<file path="config.mk">
export PLATFORM = sky130hd
export DESIGN_NAME = blink_rate_meter
export DESIGN_NICKNAME = d
export VERILOG_FILES = /design/src/rtl/blink_pkg.sv /design/src/rtl/edge_detect.sv /design/src/rtl/blink_rate_meter.sv
export SDC_FILE = /design/constraint.sdc
export NUM_CORES = 1
export LEC_CHECK = 0
export ABC_AREA = 1
export CAP_MARGIN = 20
export CORE_MARGIN = 4
export CORE_UTILIZATION = 25
export CTS_BUF_LIST = sky130_fd_sc_hd__clkbuf_16
export DETAILED_ROUTE_END_ITERATION = 12
export MAX_ROUTING_LAYER = met4
export PLACE_DENSITY = 0.42
export SYNTH_ARGS = -nofsm -noshare
export SYNTH_HDL_FRONTEND = slang
export SYNTH_HIERARCHICAL = 1
export SYNTH_SLANG_ARGS = --single-unit
</file>
<file path="constraint.sdc">
create_clock -name clock -period 7.6 [get_ports clock]
set_input_delay 1.52 -clock clock [delete_from_list [all_inputs] [get_ports clock]]
set_output_delay 1.52 -clock clock [all_outputs]
set_load 0.05 [all_outputs]
</file>
<file path="src/rtl/blink_pkg.sv">
// rtl/blink_pkg.sv - shared blink widths and meter state encoding
package blink_pkg;

   localparam int BLINK_WIDTH = 9;

   typedef enum logic [1:0] {
      IDLE     = 2'd0,
      MEASURE  = 2'd1,
      OVERFLOW = 2'd2
   } meter_state_t;

endpackage

</file>
<file path="src/rtl/edge_detect.sv">
// rtl/edge_detect.sv - registered-history toggle detector for a synchronous level
module edge_detect (
   input  logic clock,
   input  logic reset,
   input  logic sig_in,
   output logic edge_seen
);

   logic prev_in;

   // Remember last cycle's level so any change, rising or falling, is visible
   always_ff @(posedge clock) begin
      if (reset) prev_in <= 1'b0;
      else       prev_in <= sig_in;
   end

   assign edge_seen = sig_in ^ prev_in;

endmodule

</file>
<file path="src/rtl/blink_rate_meter.sv">
// rtl/blink_rate_meter.sv - measures blink half-period in beat ticks with lock and overflow flags
module blink_rate_meter
   import blink_pkg::*;
#(
   parameter int WIDTH = BLINK_WIDTH,
   parameter int TOL   = 0
) (
   input  logic             clock,
   input  logic             reset,
   input  logic             count_en,
   input  logic             blink_in,
   output logic [WIDTH-1:0] period,
   output logic             valid,
   output logic             locked,
   output logic             overflow
);

   localparam logic [WIDTH-1:0] MAX   = '1;
   localparam logic [WIDTH-1:0] TOL_W = WIDTH'(TOL);

   meter_state_t     state, state_nxt;
   logic [WIDTH-1:0] tick_cnt, tick_nxt;
   logic [WIDTH-1:0] period_nxt;
   logic             valid_nxt, locked_nxt, overflow_nxt;
   logic             have_prev, have_prev_nxt;
   logic             edge_seen;
   logic [WIDTH-1:0] meas, diff;

   edge_detect u_edge (
      .clock     (clock),
      .reset     (reset),
      .sig_in    (blink_in),
      .edge_seen (edge_seen)
   );

   // State and output registers; reset discards any partial interval
   always_ff @(posedge clock) begin
      if (reset) begin
         state     <= IDLE;
         tick_cnt  <= '0;
         period    <= '0;
         valid     <= 1'b0;
         locked    <= 1'b0;
         overflow  <= 1'b0;
         have_prev <= 1'b0;
      end else begin
         state     <= state_nxt;
         tick_cnt  <= tick_nxt;
         period    <= period_nxt;
         valid     <= valid_nxt;
         locked    <= locked_nxt;
         overflow  <= overflow_nxt;
         have_prev <= have_prev_nxt;
      end
   end

   // Next-state logic; a tick coinciding with an edge belongs to the closing interval
   always_comb begin
      state_nxt     = state;
      tick_nxt      = tick_cnt;
      period_nxt    = period;
      valid_nxt     = 1'b0;
      locked_nxt    = locked;
      overflow_nxt  = overflow;
      have_prev_nxt = have_prev;

      meas = (tick_cnt == MAX) ? MAX : tick_cnt + {{(WIDTH-1){1'b0}}, count_en};
      diff = (meas >= period) ? (meas - period) : (period - meas);

      case (state)
         IDLE: begin
            if (edge_seen) begin
               state_nxt = MEASURE;
               tick_nxt  = '0;
            end
         end
         MEASURE: begin
            if (edge_seen) begin
               period_nxt    = meas;
               valid_nxt     = 1'b1;
               tick_nxt      = '0;
               overflow_nxt  = 1'b0;
               locked_nxt    = have_prev && (diff <= TOL_W);
               have_prev_nxt = 1'b1;
            end else if (count_en) begin
               if (tick_cnt != MAX) begin
                  tick_nxt = tick_cnt + 1'b1;
               end else begin
                  state_nxt     = OVERFLOW;
                  overflow_nxt  = 1'b1;
                  locked_nxt    = 1'b0;
                  have_prev_nxt = 1'b0;
               end
            end
         end
         OVERFLOW: begin
            if (edge_seen) begin
               state_nxt = MEASURE;
               tick_nxt  = '0;
            end
         end
         default: state_nxt = IDLE;
      endcase
   end

endmodule

</file>
Yosys cells after proc, flatten, opt, wreduce, memory -nomap -nowiden
Cells that the tools add are included.
- register bits after elaboration: 25
- memories kept: 0
- output and inout port bits: 12
- bits of input ports: 4
- bits in latches: 0
- ROM bits: 0
- memory bits (writable): 0
- multipliers: 0
- equal/unequal tests: 11
- divide/modulo/power cells: 0
- multiplexer cells: 20
- shift operators: 0
- order comparisons: 2
- reduce and logical (&&, ||, !) cells: 10
- bitwise operators: 2
- add/subtract/negate cells: 4
- operators with widths (kind ; number):
    $mux 9 ; 6
    $pmux 9 s2 ; 1
    $sub 9x9->9 ; 2
    $add 9x1->9 ; 1
    $add 9x1->9 const B ; 1
    $eq 9x9->1 const B ; 1
    $ge 9x9->1 ; 1
    $le 9x1->1 const B ; 1
    $ne 9x9->1 const B ; 1
    $mux 1 ; 8
    $mux 2 ; 4
    $ne 2x2->1 const B ; 4
    $reduce_and 4->1 ; 2
    $ne 3x3->1 const B ; 2
    $pmux 2 s2 ; 1
    $reduce_bool 2->1 ; 2
    $reduce_or 2->1 ; 2
    $reduce_and 3->1 ; 1
    $eq 2x1->1 const B ; 1
    $eq 2x2->1 const B ; 1
    $logic_not 2->1 ; 1
    $ne 2x1->1 const B ; 1
    $reduce_and 2->1 ; 1
    $logic_and 1x1->1 ; 1
    other kinds (2) ; 2

Logic depth before layout (Yosys ltp)
Gate-level depths: netlist (run 1).
- depth in word-level cells: 7
- gate-level depth with buffers: 24
- depth with buffers taken out: 23

Modules after synthesis
The synthesis (run 1) kept the hierarchy.
- modules (own cells, without submodules) (module ; instances ; area each (µm²) ; cells an instance):
    blink_rate_meter ; 1 ; 2075.7 ; 338
    edge_detect ; 1 ; 42.5 ; 7

Worst setup path after synthesis (run 1)
No wires, ideal clock.
- path kind: input to register
- from: input count_en
- to: register locked
- setup time: 0.114 ns
- stages on the path: 18
- arrival: 3.491 ns
- buffers on the path: 0
- required time: 7.486 ns
- path slack: 3.995 ns
- cell sequence: ha_1 > ha_1 > nand2_1 > nor2_1 > nand2_1 > nand2_1 > nor2_1 > inv_1 > ha_1 > nand2_2 > nor2_2 > nand3_1 > nand4_2 > nand2_1 > a21oi_1 > nor2_1 > nand2_1 > nand2_1
- cells in the longest elaborated chain, start to end: 7
- elaborated cells between the ends (all ways): 11
- ends and longest elaborated chain (what ; line ; RTL):
    from (decl) ; blink_rate_meter.sv:10 ; input logic count_en,
    $add 9x1->9 * ; blink_rate_meter.sv:67 ; meas = (tick_cnt == MAX) ? MAX : tick_cnt + {{(WIDTH-1){1'b0}}, count_en};
    $mux 9 * ; blink_rate_meter.sv:67 ;
    net meas[6] ; blink_rate_meter.sv:27 ; logic [WIDTH-1:0] meas, diff;
    $sub 9x9->9 / $ge 9x9->1 (equally long branches) ; blink_rate_meter.sv:68 ; diff = (meas >= period) ? (meas - period) : (period - meas);
    $mux 9 * ; blink_rate_meter.sv:68 ;
    $le 9x1->1 * ; blink_rate_meter.sv:83 ; locked_nxt = have_prev && (diff <= TOL_W);
    $logic_and 1x1->1 * ; blink_rate_meter.sv:83 ;
    $mux 1 * ; blink_rate_meter.sv:78 ; if (edge_seen) begin
    to (signal assigned) ; blink_rate_meter.sv:51 ; locked <= locked_nxt;
    to (decl) ; blink_rate_meter.sv:14 ; output logic locked,
Mark *: on every way through the listed nets, which the timed path passes. The rest lies on a longest branch.
A chain may end at the register's enable or synchronous reset.

Final worst setup path (run 1)
Ends and elaborated chain as after synthesis.

==> results.cfg, run 1 <==
[route]
drcViolationCount = 0
first_iter_violations = 65
post_drt_via_cell_ratio = 4.42
drtAntennaViolNets = 0
via_count = 2061
wirelength_um = 5640
drt-pass1-iter-count = 4
wl_per_cell_um = 12.1

[timing]
maxSlewViolCount = 0
report.final.hold_viol_count = 0
relSlewSlack = 0.661
worst_pin_slew_ns = 0.507
post-route-min-period_ns = 4.38
finalCritPeriodShare = 0.576
grt_setup_unrepaired = no
setup_tns_ns = 0
finalSetupViolations = 0
fmax_mhz = 228
holdWs_ns = 0.461
clock_skew_ns = 0.00257

[floorplanning]
dieArea_sq_um = 10000
coreArea_sq_um = 8220
fp.dieH_um = 100
die_w_um = 100
ios = 16
initial_core_util = 0.258
fp-row-count = 33

[yosys]
synth.distinct_cells = 30
synth-async-reset-ratio = 0
synth.net_count = 370
synth_ff_type = dfxtp_1
ys_seq_area_frac = 0.236
ys_ff_latch = 25
yosysWarningCount = 6
synth_cells = 345
synth_edf_count = 0
netlist_area_sq_um = 2120
avgSynthCellArea_sq_um = 6.14

[worst_setup_path]
critical_path_arrival_ns = 4.54
critPathKind = in -> reg
required_ns = 7.76
cp_max_fo = 8
cp-start-kind = input pin
cp-end-kind = flop

[pwr]
sequentialPowerShare = 0.421
power_uw = 322
worst_ir_drop_vdd_mv = 0.0598
power.switching_uw = 93.6
intPower_uw = 228
swShare = 0.291
p_per_area_nw_per_um2 = 131
p_clk_frac = 0.360
pwr-share-comb = 0.219
leakagePower_uw = 0.00129

[min_path]
hold_class = reg -> reg

[clock_tree]
clk_pin_slew_worst_paths_ns = 0.06
clockBufferDepth = 2
cts-resized-gates = 0
cts_max_level = 1
insertion_delay_ns = 0.26
clock_sink_count = 25
post-cts-setup-buffers = 0
cts-root-buf = clkbuf_16
hold_buffers = 0
cts_tree = done
cts_buffers = 3

[global_routing]
first_global_vias = 2000
grt_pass1_wl_um = 9470
grt_max_degree = 14
gr-total-overflow = 0
grt_antenna_before_repair = 0
grt_usage = 0.120

[final_layout]
nets = 387
diodes = 0
final_util = 0.300
drive_above_1_share = 0.0443
layout_common_cells = nand2_1 (92), inv_1 (66), nor2_1 (35)
n_fill_cell = 922
layout_commonest_cell = nand2_1
area_growth_pct = 16.4

[place]
gp_congestion = 0.845
port_buffers = 15
place_hpwl_um = 4740

[run_status]
status = complete, no violations

[run]
cap_viol_max_count = 0
-- routing by layer --
metal,track usage,vias to the layer above,wire length [um],part of all wire
met5,-,-,0,0
met4,0.0249,0,55,0.0098
met3,0.0125,5,73,0.013
met2,0.232,17,2950,0.52
met1,0.133,916,2560,0.45
li1,-,1123,-,-
-- final timing paths --
path	startpoint	to	slack, ns	depth (start not counted)
worst min register to register	overflow	overflow	0.46	2
worst max-delay path	count_en	locked	3.22	20
worst min-delay path	overflow	overflow	0.46	2
worst max register to register	tick_cnt[1]	locked	4.18	20
-- flip-flops by register name, indices dropped and copies added, names as in the netlist --
| name | cells |
|---|---|
| period | 9 |
| overflow | 1 |
| state | 2 |
| have_prev | 1 |
| u_edge/prev_in | 1 |
| valid | 1 |
| tick_cnt | 9 |
| locked | 1 |
-- cells in the mapped netlist, types with 2 or more instances --
library cell / n / area share
nand2_2: 3 / 0.0089
nor3_1: 12 / 0.028
ha_1: 21 / 0.12
nand4_1: 3 / 0.0089
nand3_2: 3 / 0.014
o22ai_1: 9 / 0.027
xor2_1: 6 / 0.025
a21oi_1: 24 / 0.057
inv_1: 65 / 0.12
nand2_1: 92 / 0.16
buf_2: 2 / 0.0047
nor2_4: 2 / 0.011
nor2_2: 2 / 0.0059
nand3_1: 22 / 0.052
nor2_1: 35 / 0.062
o21bai_1: 2 / 0.0071
o21ai_0: 5 / 0.012
dfxtp_1: 25 / 0.24
-- critical path, cell delays in order --
cell	delay, ns
clkdlybuf4s50_1	0.56
ha_1	0.21
ha_1	0.22
nor2_1	0.06
nor3_1	0.39
inv_1	0.09
ha_1	0.46
nand2_1	0.11
inv_1	0.13
nand2_1	0.09
nand2_1	0.14
nand2_1	0.09
nand2_1	0.06
nand2_1	0.05
nand2_1	0.07
inv_1	0.04
nand3_1	0.07
nand2_1	0.05
nand2_1	0.06
nand2_1	0.04
-- final cells by class --
cell class | count | area (sq um) | share of cell area
Clock buffer | 3 | 75.1 | 0.0305
Clock inverter | 1 | 3.75 | 0.00152
Inverter | 66 | 248 | 0.101
Multi-Input combinational cell | 251 | 1360 | 0.550
Sequential cell | 25 | 500 | 0.203
Tap cell | 105 | 131 | 0.0533
Timing Repair Buffer | 15 | 150 | 0.0609
-- logic make-up after synthesis --
group | count (synthesis) | synth area share
AOI/OAI and AO/OA | 45 | 0.120
and+or+nand+nor | 179 | 0.372
adders and majority gates | 21 | 0.124
DFF | 25 | 0.236
buffers and inverters | 69 | 0.123
xor gates and xnor gates | 6 | 0.0248
-- power groups by stage --
stage	clock [uW]	combinational (uW)	sequential, uW
after global routing	125	80.5	136
final	116	70.5	135
after floorplan	0	50.6	140
after global placement	0	71.7	138
after detailed placement	0	71.3	138
after CTS	121	71.6	135
-- stage by stage --
step	setup slack, ns	cell area [sq um]	std cells
2_1_floorplan	4.00	2120	345
3_3_place_gp	2.91	2390	462
5_1_grt	2.84	2460	466
6_report	3.22	2460	466
3_5_place_dp	2.90	2390	462
4_1_cts	3.17	2460	466
(Power assumes the default switching activity.)
==> inputs of run 2 (changes only) <==
- PLACE_DENSITY: 0.42 -> 0.43
- clock period: 7.6 -> 4 ns (I/O delays scaled with it)
==> run 2 against run 1 <==
Sequential power grew 90%; register-to-register slack worse by 3.5 ns; via count is 1.0% lower; first-iteration DRC count decreased by 34%; largest cell class unchanged.
==> results.cfg, run 2 (synthesis results as in run 1) <==
[clock_tree]
hold_buffers = 0
cts_buffers = 3
clock_sink_count = 25
insertion_delay_ns = 0.26
post-cts-setup-buffers = 0
cts_tree = done
cts_max_level = 1
cts-resized-gates = 0
clockBufferDepth = 2
clk_pin_slew_worst_paths_ns = 0.06
cts-root-buf = clkbuf_16

[timing]
setup_tns_ns = 0
finalCritPeriodShare = 0.907
maxSlewViolCount = 0
report.final.hold_viol_count = 0
holdWs_ns = 0.456
fmax_mhz = 276
finalSetupViolations = 0
clock_skew_ns = 0.00208
grt_setup_unrepaired = no
relSlewSlack = 0.664
worst_pin_slew_ns = 0.503
post-route-min-period_ns = 3.63

[floorplanning]
die_w_um = 100
initial_core_util = 0.258
coreArea_sq_um = 8220
dieArea_sq_um = 10000
fp.dieH_um = 100
fp-row-count = 33
ios = 16

[worst_setup_path]
cp_max_fo = 8
crit_chain = clkdlybuf4s50_1 > ha_1 > ha_1 > inv_1 > nor2_1 > nor3_1 > inv_1 > ha_1 > nand2_1 > inv_1 > nand2_1 > nand2_1 > nand2_1 > nand2_1 > nand2_1 > nand2_1 > inv_1 > nand3_1 > nand2_1 > nand2_1 > nand2_1
crit_start = count_en
cp-start-kind = input pin
critical_path_arrival_ns = 3.78
cp-end-kind = flop
crit_end = locked
crit_slowest_cell = clkdlybuf4s50_1
r2r_cells = 22
r2r-end = locked
path_common_cell = nand2_1
critPathKind = in -> reg
required_ns = 4.16
cp.depth = 21
rr_startpoint = tick_cnt[0]
cp_top_family = simple AND/OR/NAND/NOR gates
max_stage_delay_ns = 0.49
cp.buffers_inverters = 5
r2r_setup_slack_ns = 0.67

[route]
drt-pass1-iter-count = 4
wirelength_um = 5590
via_count = 2040
drtAntennaViolNets = 0
post_drt_via_cell_ratio = 4.37
wl_per_cell_um = 12.0
first_iter_violations = 43
drcViolationCount = 0

[global_routing]
first_global_vias = 2056
grt_antenna_before_repair = 0
gr-total-overflow = 0
grt.met2_usage = 0.223
grt_max_degree = 14
gr-usage-met3 = 0.0111
grt_pass1_wl_um = 9830
busiest_layer = met2
grt_usage = 0.124
gr-usage-met1 = 0.147

[place]
place_hpwl_um = 4750
port_buffers = 15
gp_congestion = 0.880

[final_layout]
diodes = 0
nets = 388
layout_commonest_cell = nand2_1
layout_common_cells = nand2_1 (92), inv_1 (66), nor2_1 (35)
area_growth_pct = 16.7
top_regs = period x9, tick_cnt x9, state x2
final_util = 0.301
drive_above_1_share = 0.0470

[pwr]
pwr-share-comb = 0.217
swShare = 0.289
sequentialPowerShare = 0.421
power_uw = 611
power.switching_uw = 177
p_clk_frac = 0.361
leakagePower_uw = 0.00130
worst_ir_drop_vdd_mv = 0.176
intPower_uw = 434
p_per_area_nw_per_um2 = 247

[min_path]
hp-start = overflow
hold_class = reg -> reg

[run]
cap_viol_max_count = 0

[run_status]
status = complete, no violations
run 2: changes by cell type in the layout (fill, tap and decap cells not counted):
cell	delta
buf_4	+1
run 2: cell type report:
class / count / area, sq um
Timing Repair Buffer: 16 / 158
Clock buffer: 3 / 75.1
Clock inverter: 1 / 3.75
Multi-Input combinational cell: 251 / 1360
Sequential cell: 25 / 500
Tap cell: 105 / 131
Fill cell: 914 / 5740
Inverter: 66 / 248
run 2: power groups by stage:
stage | Combinational, uW | Sequential [uW] | Clock, uW
5_1_grt | 155 | 258 | 245
3_5_place_dp | 135 | 263 | 0
6_report | 133 | 257 | 221
4_1_cts | 136 | 257 | 232
2_1_floorplan | 96.1 | 266 | 0
3_3_place_gp | 136 | 263 | 0
run 2: stage by stage:
stage	cells	setup slack [ns]	instance area [sq um]
after floorplan	345	1.12	2120
after global placement	463	0.0651	2390
after detailed placement	463	0.0433	2390
after CTS	467	0.326	2470
after global routing	467	0.0436	2470
final	467	0.372	2470
run 2: worst min path at each step:
stage,cells after the start,end
after floorplan,2,have_prev
after global placement,2,overflow
after detailed placement,2,overflow
after CTS,2,overflow
after global routing,2,overflow
final,2,overflow
run 2: metal layers:
metal | up-vias | part of all wire
li1 | 1120 | -
met1 | 901 | 0.47
met2 | 12 | 0.51
met3 | 7 | 0.0082
met4 | 0 | 0.012
met5 | - | 0
run 2: worst min-delay path, stage by stage (launching register included):
cell	delay [ns]
dfxtp_1	0.31
inv_1	0.05
a21oi_1	0.05
